File: src/rtl/switch_pkg.sv
// Shared types and constants for the 3x3 packet switch arbiter.
// Port indices, input FSM states, header field positions, helpers.
package switch_pkg;

  typedef logic [1:0] port_t;

  typedef enum logic [1:0] {
    ST_IDLE = 2'd0,
    ST_XFER = 2'd1,
    ST_DROP = 2'd2
  } in_state_t;

  localparam int    DEST_LSB = 0;
  localparam int    DEST_MSB = 1;
  localparam int    LEN_LSB  = 2;
  localparam port_t IDLE_SEL = 2'd0;
  localparam port_t PTR_RST  = 2'd3;

  // One-hot grant to 1-based port index.
  function automatic port_t oh2idx(
    input logic [2:0] oh
  );
    port_t idx;
    idx = IDLE_SEL;
    if (oh[0])      idx = 2'd1;
    else if (oh[1]) idx = 2'd2;
    else if (oh[2]) idx = 2'd3;
    return idx;
  endfunction

  // Pick the bit of v owned by 1-based index s; 0 when idle.
  function automatic logic pick(
    input port_t      s,
    input logic [2:0] v
  );
    logic b;
    b = 1'b0;
    case (s)
      2'd1:    b = v[0];
      2'd2:    b = v[1];
      2'd3:    b = v[2];
      default: b = 1'b0;
    endcase
    return b;
  endfunction

endpackage

File: src/rtl/switch_arbiter_rr_arb3.sv
// Combinational 3-way round-robin arbiter.
// Ports: i_req (bit0 = input 1), i_ptr (last winner), o_gnt one-hot.
module rr_arb3
  import switch_pkg::*;
(
  input  logic [2:0] i_req,
  input  port_t      i_ptr,
  output logic [2:0] o_gnt
);

  // Priority starts just after the last winner, wrapping 3->1.
  always_comb begin
    o_gnt = 3'b000;
    case (i_ptr)
      2'd1: begin
        if (i_req[1])      o_gnt = 3'b010;
        else if (i_req[2]) o_gnt = 3'b100;
        else if (i_req[0]) o_gnt = 3'b001;
      end
      2'd2: begin
        if (i_req[2])      o_gnt = 3'b100;
        else if (i_req[0]) o_gnt = 3'b001;
        else if (i_req[1]) o_gnt = 3'b010;
      end
      default: begin
        if (i_req[0])      o_gnt = 3'b001;
        else if (i_req[1]) o_gnt = 3'b010;
        else if (i_req[2]) o_gnt = 3'b100;
      end
    endcase
  end

endmodule

File: src/rtl/switch_arbiter.sv
// 3x3 packet switch arbiter: per-input IDLE/XFER/DROP FSMs feeding
// per-output lock + round-robin grant. Ports: dataN/emptyN from
// show-ahead FIFOs, rdreqN pops, selN/validN drive output muxes.
module switch_arbiter
  import switch_pkg::*;
#(
  parameter int DATA_W = 8,
  parameter int LEN_W  = 3
) (
  input  logic              clk,
  input  logic              rst_n,
  input  logic [DATA_W-1:0] data1,
  input  logic [DATA_W-1:0] data2,
  input  logic [DATA_W-1:0] data3,
  input  logic              empty1,
  input  logic              empty2,
  input  logic              empty3,
  output logic [1:0]        sel1,
  output logic [1:0]        sel2,
  output logic [1:0]        sel3,
  output logic              rdreq1,
  output logic              rdreq2,
  output logic              rdreq3,
  output logic              valid1,
  output logic              valid2,
  output logic              valid3
);

  localparam int CNT_W = LEN_W + 1;

  logic [DATA_W-1:0] w_data [3];
  logic [2:0]        w_empty;
  port_t             w_dest [3];
  logic [CNT_W-1:0]  w_beats [3];
  logic [2:0]        w_hdr;
  logic [2:0]        w_drop;
  logic [2:0]        w_rdreq;
  logic [2:0]        w_last;
  logic [2:0]        w_won;
  logic [2:0]        w_req [3];
  logic [2:0]        w_gnt [3];
  logic [2:0]        w_rel;
  logic [2:0]        w_valid;
  logic              w_unused;

  in_state_t         r_state [3];
  logic [CNT_W-1:0]  r_cnt [3];
  logic [2:0]        r_lock;
  port_t             r_sel [3];
  port_t             r_ptr [3];

  assign w_data[0] = data1;
  assign w_data[1] = data2;
  assign w_data[2] = data3;
  assign w_empty   = {empty3, empty2, empty1};
  assign w_unused  = ^{w_data[0], w_data[1], w_data[2]};

  always_comb begin
    for (int i = 0; i < 3; i++) begin
      w_dest[i]  = w_data[i][DEST_MSB:DEST_LSB];
      w_beats[i] = CNT_W'(w_data[i][LEN_LSB+LEN_W-1:LEN_LSB])
                 + CNT_W'(1);
      w_hdr[i]   = (r_state[i] == ST_IDLE) && !w_empty[i];
      w_drop[i]  = w_hdr[i] && (w_dest[i] == IDLE_SEL);
      w_rdreq[i] = ((r_state[i] == ST_XFER) ||
                    (r_state[i] == ST_DROP)) && !w_empty[i];
      w_last[i]  = w_rdreq[i] && (r_cnt[i] == CNT_W'(1));
    end
  end

  // Locked outputs present no requests, so a release and a
  // regrant never share an edge.
  always_comb begin
    for (int j = 0; j < 3; j++) begin
      w_req[j] = 3'b000;
      for (int i = 0; i < 3; i++) begin
        w_req[j][i] = !r_lock[j] && w_hdr[i] &&
                      (w_dest[i] == port_t'(j + 1));
      end
    end
  end

  for (genvar j = 0; j < 3; j++) begin : g_arb
    rr_arb3 u_arb (
      .i_req (w_req[j]),
      .i_ptr (r_ptr[j]),
      .o_gnt (w_gnt[j])
    );
  end

  always_comb begin
    w_won = w_gnt[0] | w_gnt[1] | w_gnt[2];
    for (int j = 0; j < 3; j++) begin
      w_rel[j]   = r_lock[j] && pick(r_sel[j], w_last);
      w_valid[j] = pick(r_sel[j], w_rdreq);
    end
  end

  always_ff @(posedge clk or negedge rst_n) begin
    if (!rst_n) begin
      for (int i = 0; i < 3; i++) begin
        r_state[i] <= ST_IDLE;
        r_cnt[i]   <= '0;
      end
    end else begin
      for (int i = 0; i < 3; i++) begin
        case (r_state[i])
          ST_IDLE: begin
            if (w_won[i]) begin
              r_state[i] <= ST_XFER;
              r_cnt[i]   <= w_beats[i];
            end else if (w_drop[i]) begin
              r_state[i] <= ST_DROP;
              r_cnt[i]   <= w_beats[i];
            end
          end
          ST_XFER, ST_DROP: begin
            if (w_rdreq[i]) begin
              r_cnt[i] <= r_cnt[i] - CNT_W'(1);
              if (w_last[i]) r_state[i] <= ST_IDLE;
            end
          end
          default: r_state[i] <= ST_IDLE;
        endcase
      end
    end
  end

  always_ff @(posedge clk or negedge rst_n) begin
    if (!rst_n) begin
      for (int j = 0; j < 3; j++) begin
        r_lock[j] <= 1'b0;
        r_sel[j]  <= IDLE_SEL;
        r_ptr[j]  <= PTR_RST;
      end
    end else begin
      for (int j = 0; j < 3; j++) begin
        if (w_rel[j]) begin
          r_lock[j] <= 1'b0;
          r_sel[j]  <= IDLE_SEL;
          r_ptr[j]  <= r_sel[j];
        end else if (|w_gnt[j]) begin
          r_lock[j] <= 1'b1;
          r_sel[j]  <= oh2idx(w_gnt[j]);
        end
      end
    end
  end

  assign sel1   = r_sel[0];
  assign sel2   = r_sel[1];
  assign sel3   = r_sel[2];
  assign rdreq1 = w_rdreq[0];
  assign rdreq2 = w_rdreq[1];
  assign rdreq3 = w_rdreq[2];
  assign valid1 = w_valid[0];
  assign valid2 = w_valid[1];
  assign valid3 = w_valid[2];

endmodule

File: config.mk
export PLATFORM = sky130hd
export DESIGN_NAME = switch_arbiter
export DESIGN_NICKNAME = d
export VERILOG_FILES = /design/src/rtl/switch_pkg.sv /design/src/rtl/switch_arbiter_rr_arb3.sv /design/src/rtl/switch_arbiter.sv
export SDC_FILE = /design/constraint.sdc
export NUM_CORES = 1
export LEC_CHECK = 0
export ABC_AREA = 1
export CORE_MARGIN = 2
export CORE_UTILIZATION = 27
export DETAILED_ROUTE_END_ITERATION = 10
export PLACE_DENSITY = 0.47
export RECOVER_POWER = 25
export SLEW_MARGIN = 25
export SYNTH_ARGS = -nofsm -noshare
export SYNTH_HDL_FRONTEND = slang
export SYNTH_SLANG_ARGS = --single-unit
File: constraint.sdc
create_clock -name clk -period 5.4 [get_ports clk]
set_input_delay 0.54 -clock clk [delete_from_list [all_inputs] [get_ports clk]]
set_output_delay 0.54 -clock clk [all_outputs]
set_load 0.01 [all_outputs]
==> run_results.csv, run 1 <==
group,metric,value,unit
drt,detailroute.via_count,2413,
timing,fin_crit,3.07,ns
cts,htreeDepth,2,
layout,syn2layout_area_growth,22.3,%
drt,detail_route.first_pass.iterations,4,
yosys,synth-async-reset-ratio,100,%
worst_hold_path,holdCritStartpoint,"r_state[1]",
timing,worst_pin_slew,1.98,ns
global_routing,pin_count_of_the_biggest_net_entering_global_routing,34,
drt,detail_route.drc_violations,0,
cts,ctsLongestPathBuffers,2,
yosys,post_synth_mux_area_share,0,%
outcome,status,"complete, but fails checks",
worst_setup_path,path_cells,"inv_1, ha_1, nand2_1, o311ai_0, clkdlybuf4s50_1",
global_routing,grt.overflow.total,0,
timing,slew_violations,34,
floorplan,initial_utilization,28.0,%
yosys,post_synth.cell_area_avg,6.93,um^2
cts,cts.repair_timing.setup_buffer_count,0,
worst_setup_path,critical_path_peak_fanout,11,
worst_setup_path,critPathSlowestCell,"clkdlybuf4s50_1",
layout,drive_gt1_share,10.8,%
outcome,violations,"capacitance limit, slew limit",
worst_setup_path,worst_setup_path_end_kind,"output port",
cts,postCtsResizedCells,0,
placement,dpl.cell_count,536,
placement,buffer_ports.inserted,31,
yosys,synthCells,377,
global_routing,grt_first_pass_wirelength,10500,um
yosys,number_of_nets_produced_by_synthesis,424,
job,max_cap_violations,1,
layout,final_net_count,461,
yosys,synth_compound_area_share,9.82,%
yosys,yosysSeqAreaShare,31.9,%
floorplan,dieHeight,102,um
floorplan,ios,41,
timing,clock_skew,0.00709,ns
yosys,ys_ff_latch,33,
placement,dp_hpwl,5040,um
yosys,dominantRegCellSynth,"dfrtp_1",
layout,fin_cells,544,
cts,cts_made_buffers,5,
pwr,power.density,488,nW/um^2
worst_hold_path,hold_class,"flop to flop",
floorplan,floorplan.die_area,10500,um^2
pwr,vdd_ir_drop_max,0.142,mV
global_routing,grt_pass1_vias,2204,
global_routing,grt_use_total,12.9,%
drt,routed_wirelength,6430,um
timing,relSlewSlack,-32.2,%
timing,grt_setup_unrepaired,"no",
worst_setup_path,worst-endpoint-required,4.86,ns
yosys,synth_edf_count,0,
yosys,synth_top_family_by_area,"simple AND/OR/NAND/NOR gates",
cts,clock_sinks,33,
layout,insertedDiodeCount,0,
yosys,post_synth_instance_area,2610,um^2
drt,dr.first_iter.drc_count,129,
cts,cts-root-buf,"clkbuf_8",
yosys,ys.warnings.count,0,
placement,gp_congestion,0.813,
cts,cts_hold_buffers,0,
timing,timing.setup.tns,0,ns
timing,setup_viol,0,
yosys,synthSimpleGateAreaFrac,36.9,%
cts,cts.clk_slew.worst_paths,0.08,ns
timing,final.period_utilization,56.9,%
pwr,design_power_total,1.56,mW
worst_setup_path,max_stage_delay,0.65,ns
floorplan,core_region_area,9330,um^2
cts,clock_latency,0.30,ns
timing,finalHoldViolCount,0,
worst_setup_path,critical_path_arrival,2.53,ns
cts,tritoncts,"done",
floorplan,placement_rows,35,
timing,max_freq,0.325,GHz
drt,route.detailed.wl_per_inst,11.8,um
worst_setup_path,critical_path.startpoint_type,"flop",
yosys,synth_adder_area_share,8.62,%
drt,viasPerCell,4.44,
floorplan,die_w,102,um
pwr,power_leakage,1.61,nW
worst_setup_path,cp-startpoint,"r_state[5]",
worst_setup_path,setup.worst_path.class,"flop to output port",
drt,post_route_ant_nets,0,
layout,fillers,1018,
yosys,post_synth_xor_area_fraction,2.35,%
worst_setup_path,start_of_the_worst_register_to_register_path,"r_state[2]",
global_routing,number_of_antenna_violations_at_the_first_check_in_global_routing,0,
yosys,synth.lib_cells_used.distinct,27,
-- cell families (layout without fill, tap and decap cells) --
group | Yosys count | in the layout
fa+ha+maj | 18 | 18
flops | 33 | 33
simple gates | 201 | 201
compound gates | 46 | 46
xor+xnor | 7 | 7
buf+inv | 72 | 110
-- stage by stage --
stage	setup slack, ns	utilization (%)	instance area (um^2)	hold slack (ns)
floorplan	3.54	-	2610	0.244
global placement	2.43	33.1	3080	0.456
detailed placement	2.52	33.1	3080	0.460
CTS	2.34	34.3	3200	0.479
global route	2.23	34.2	3190	0.496
finish	2.33	34.2	3190	0.473
-- flip-flops by register name (all words and copies together) (netlist names) --
| name | count |
|---|---|
| r_lock | 3 |
| r_cnt | 12 |
| r_ptr | 6 |
| sel1 | 2 |
| r_state | 6 |
| sel2 | 2 |
| sel3 | 2 |
-- layout make-up --
cell class / instances / area (um^2) / area share, %
Clock buffer: 5 / 68.8 / 2.15
Clock inverter: 3 / 46.3 / 1.45
Inverter: 70 / 263 / 8.23
Multi-Input combinational cell: 272 / 1510 / 47.2
Sequential cell: 33 / 833 / 26.1
Tap cell: 129 / 161 / 5.05
Timing Repair Buffer: 32 / 314 / 9.83
-- report_power, final --
| part | internal (mW) | switching, mW |
|---|---|---|
| sequential | 0.361 | 0.0950 |
| clock | 0.138 | 0.108 |
| combinational | 0.336 | 0.519 |
| total | 0.835 | 0.722 |
-- routing by layer --
metal,routed length [um],GRT usage [%]
met1,3170,17.0
met2,2960,21.5
met3,214,2.26
met4,82,4.00
met5,0,0
-- cells in the final DEF, fill, tap and decap left out, types with 2 or more instances in the layout --
cell type          n
nand2_1          106
inv_1             66
nand3_1           49
clkdlybuf4s50_1   30
o21ai_0           28
dfrtp_1           27
ha_1              18
nor2_1            13
a21oi_1            9
nand2_2            8
dfstp_2            6
nand3_2            5
nor2_2             5
clkbuf_8           5
inv_2              4
nand4_1            4
nor3_1             4
xnor2_1            4
o311ai_0           3
nor2_4             3
xor2_1             3
a21oi_2            2
nand3_4            2
a31oi_1            2
-- path summary, 6_finish.rpt --
kind                                   end  slack (ns)  cells past startpoint
worst min register to register  r_state[1]        0.47                      2
max in group asynchronous        r_lock[0]        2.93                      2
min in group asynchronous       r_state[2]        1.34                      2
worst max-delay path                valid3        2.33                      5
worst min-delay path            r_state[1]        0.47                      2
worst max register to register     sel2[1]        3.29                      9
-- synth_stat cells (4+ instances only) --
| library cell | count | share of area [%] |
|---|---|---|
| nor2_1 | 13 | 1.9 |
| inv_1 | 66 | 9.5 |
| nand2_2 | 8 | 1.9 |
| inv_2 | 4 | 0.57 |
| ha_1 | 18 | 8.6 |
| nand3_1 | 49 | 9.4 |
| a21oi_1 | 9 | 1.7 |
| nand2_1 | 106 | 15 |
| xnor2_1 | 4 | 1.3 |
| nor3_1 | 4 | 0.77 |
| dfstp_2 | 6 | 6.0 |
| nand4_1 | 4 | 0.96 |
| dfrtp_1 | 27 | 26 |
| nand3_2 | 5 | 1.9 |
| nor2_2 | 5 | 1.2 |
| o21ai_0 | 28 | 5.4 |
-- worst max-delay path, delay by kind of cell (launching register included) --
kind | cells | cell delay (ns)
buf+inv | 2 | 0.69
simple gates | 1 | 0.23
flops | 1 | 0.35
fa+ha+maj | 1 | 0.45
compound gates | 1 | 0.51
No activity file was read; power rests on OpenSTA's default activity.
==> inputs of run 2 (changes only) <==
==> constraint.sdc (replaced) <==
create_clock -name clk -period 3.2 [get_ports clk]
set_input_delay 0.32 -clock clk [delete_from_list [all_inputs] [get_ports clk]]
set_output_delay 0.32 -clock clk [all_outputs]
set_load 0.01 [all_outputs]
==> run 2 against run 1 <==
The run still ends with capacitance limit, slew limit left. Register-to-register slack worse by 2.2 ns. Non-clock buffer count unchanged. Clock power is 48% higher. Die area is the same. Wire length fell by 1.5%. Largest cell class unchanged. Sequential share of layout area rose by 0.11 points. Power up 65%. Cell count is the same.
==> run_results.csv, run 2 (synthesized netlist as in run 1, its figures left out) <==
group,metric,value,unit
outcome,violations,"capacitance limit, slew limit",
cts,postCtsResizedCells,0,
floorplan,initial_utilization,28.0,%
cts,cts.clk_slew.worst_paths,0.07,ns
drt,post_route_ant_nets,0,
worst_setup_path,critical_path.n_buffers_inverters,2,
floorplan,placement_rows,35,
layout,drive_gt1_share,10.8,%
worst_setup_path,worst_setup_path_end_kind,"output port",
global_routing,grt.met1_usage,17.9,%
worst_setup_path,critPathSlowestCell,"clkdlybuf4s50_1",
worst_setup_path,critical_path_cell_count,5,
global_routing,grt_pass1_vias,2285,
cts,clock_sinks,33,
worst_setup_path,reg2regPathDepth,8,
worst_setup_path,critical_path.top_delay_family,"buffers and inverters",
timing,grt_setup_unrepaired,"no",
floorplan,floorplan.die_area,10500,um^2
placement,buffer_ports.inserted,31,
worst_setup_path,max_stage_delay,0.64,ns
layout,final_core_util,34.1,%
timing,relSlewSlack,-28.6,%
cts,htreeDepth,2,
timing,clock_skew,0.0112,ns
timing,slew_violations,34,
timing,finalHoldViolCount,0,
global_routing,number_of_antenna_violations_at_the_first_check_in_global_routing,0,
outcome,status,"complete, but fails checks",
drt,detailroute.via_count,2402,
job,max_cap_violations,1,
layout,layout.cells.most_common,"nand2_1",
placement,gp_congestion,0.797,
drt,dr.first_iter.drc_count,87,
cts,cts_hold_buffers,0,
timing,max_freq,0.352,GHz
layout,layout_common_cells,"106 x nand2_1, 66 x inv_1, 49 x nand3_1, 30 x clkdlybuf4s50_1, 28 x o21ai_0",
placement,placedInstanceArea,3080,um^2
cts,ctsLongestPathBuffers,2,
cts,cts-root-buf,"clkbuf_8",
worst_setup_path,critical_path_arrival,2.52,ns
timing,timing.setup.tns,0,ns
placement,dp_hpwl,5020,um
worst_setup_path,critical_path_peak_fanout,11,
layout,final_net_count,461,
drt,route.detailed.wl_per_inst,11.6,um
timing,final.period_utilization,88.8,%
worst_setup_path,setup.worst_path.class,"flop to output port",
pwr,power_leakage,1.61,nW
floorplan,dieHeight,102,um
layout,syn2layout_area_growth,21.8,%
global_routing,grt_util_met3,2.05,%
global_routing,pin_count_of_the_biggest_net_entering_global_routing,34,
pwr,vdd_ir_drop_max,0.226,mV
cts,cts.repair_timing.setup_buffer_count,0,
drt,routed_wirelength,6330,um
layout,layout.cell_area.non_filler,3180,um^2
timing,fin_crit,2.84,ns
global_routing,grt_first_pass_wirelength,10800,um
worst_hold_path,hold_class,"flop to flop",
floorplan,die_w,102,um
cts,tritoncts,"done",
global_routing,grt.overflow.total,0,
global_routing,grt.busiest_layer,"met2",
timing,fin_hold_ws,0.474,ns
worst_setup_path,worst-endpoint-required,2.88,ns
global_routing,grt_use_total,13.2,%
cts,cts_made_buffers,5,
layout,max_reg_flops,12,
layout,insertedDiodeCount,0,
floorplan,ios,41,
timing,setup_viol,0,
layout,reg.largest.list,"r_cnt: 12 flops, r_ptr: 6 flops, r_state: 6 flops",
layout,largest_register,"r_cnt",
drt,detail_route.drc_violations,0,
worst_hold_path,hold_depth,2,
timing,worst_pin_slew,1.93,ns
drt,viasPerCell,4.42,
floorplan,core_region_area,9330,um^2
global_routing,use_met2,21.9,%
worst_setup_path,path_cells,"inv_1, ha_1, nand2_1, o311ai_0, clkdlybuf4s50_1",
drt,detail_route.first_pass.iterations,4,
cts,clock_latency,0.29,ns
pwr,power.density,806,nW/um^2
worst_setup_path,critical_path.startpoint_type,"flop",
==> run 2: changes by cell type in the layout (fill, tap and decap cells not counted), sizes merged <==
cell and delta:
bufinv -1, clkbuf +2, clkinvlp -1
==> run 2: worst paths after layout <==
kind	slack [ns]	to	startpoint
max	0.36	valid3	r_state[4]
min	0.47	r_cnt[1]	r_cnt[1]
max reg2reg	1.10	r_ptr[3]	r_state[2]
min reg2reg	0.47	r_cnt[1]	r_cnt[1]
max in group asynchronous	0.99	sel3[0]	rst_n
min in group asynchronous	1.09	r_state[0]	rst_n
==> run 2: metal layers <==
layer,wire (um),vias up
met2,2960,41
met4,81,0
met3,227,6
met5,0,-
li1,-,1283
met1,3070,1072
==> run 2: stage by stage <==
stage	std cells	power (mW)	setup WS [ns]
after floorplan	377	1.78	1.49
after global placement	536	2.22	0.669
after detailed placement	536	2.23	0.665
after CTS	544	2.61	0.313
after global routing	544	2.87	0.178
final	544	2.56	0.359
==> run 2: cell type report <==
class	instances	area, um^2
tap	129	161
clock buffer	7	96.3
fill	1011	6150
timing repair buffer	32	314
sequential	33	833
multi-input combinational	272	1510
inverter	70	263
clock inverter	1	5.00
==> run 2: report_power, final <==
| part | switching [mW] | internal, mW | total [mW] |
|---|---|---|---|
| sequential | 0.164 | 0.610 | 0.774 |
| clock | 0.168 | 0.195 | 0.363 |
| combinational | 0.861 | 0.565 | 1.43 |
| total | 1.19 | 1.37 | 2.56 |
==> run 2: worst min-delay path, stage by stage (launching register included) <==
cell and delay, ns:
dfrtp_1 0.34, nand2_1 0.05, nand2_1 0.05
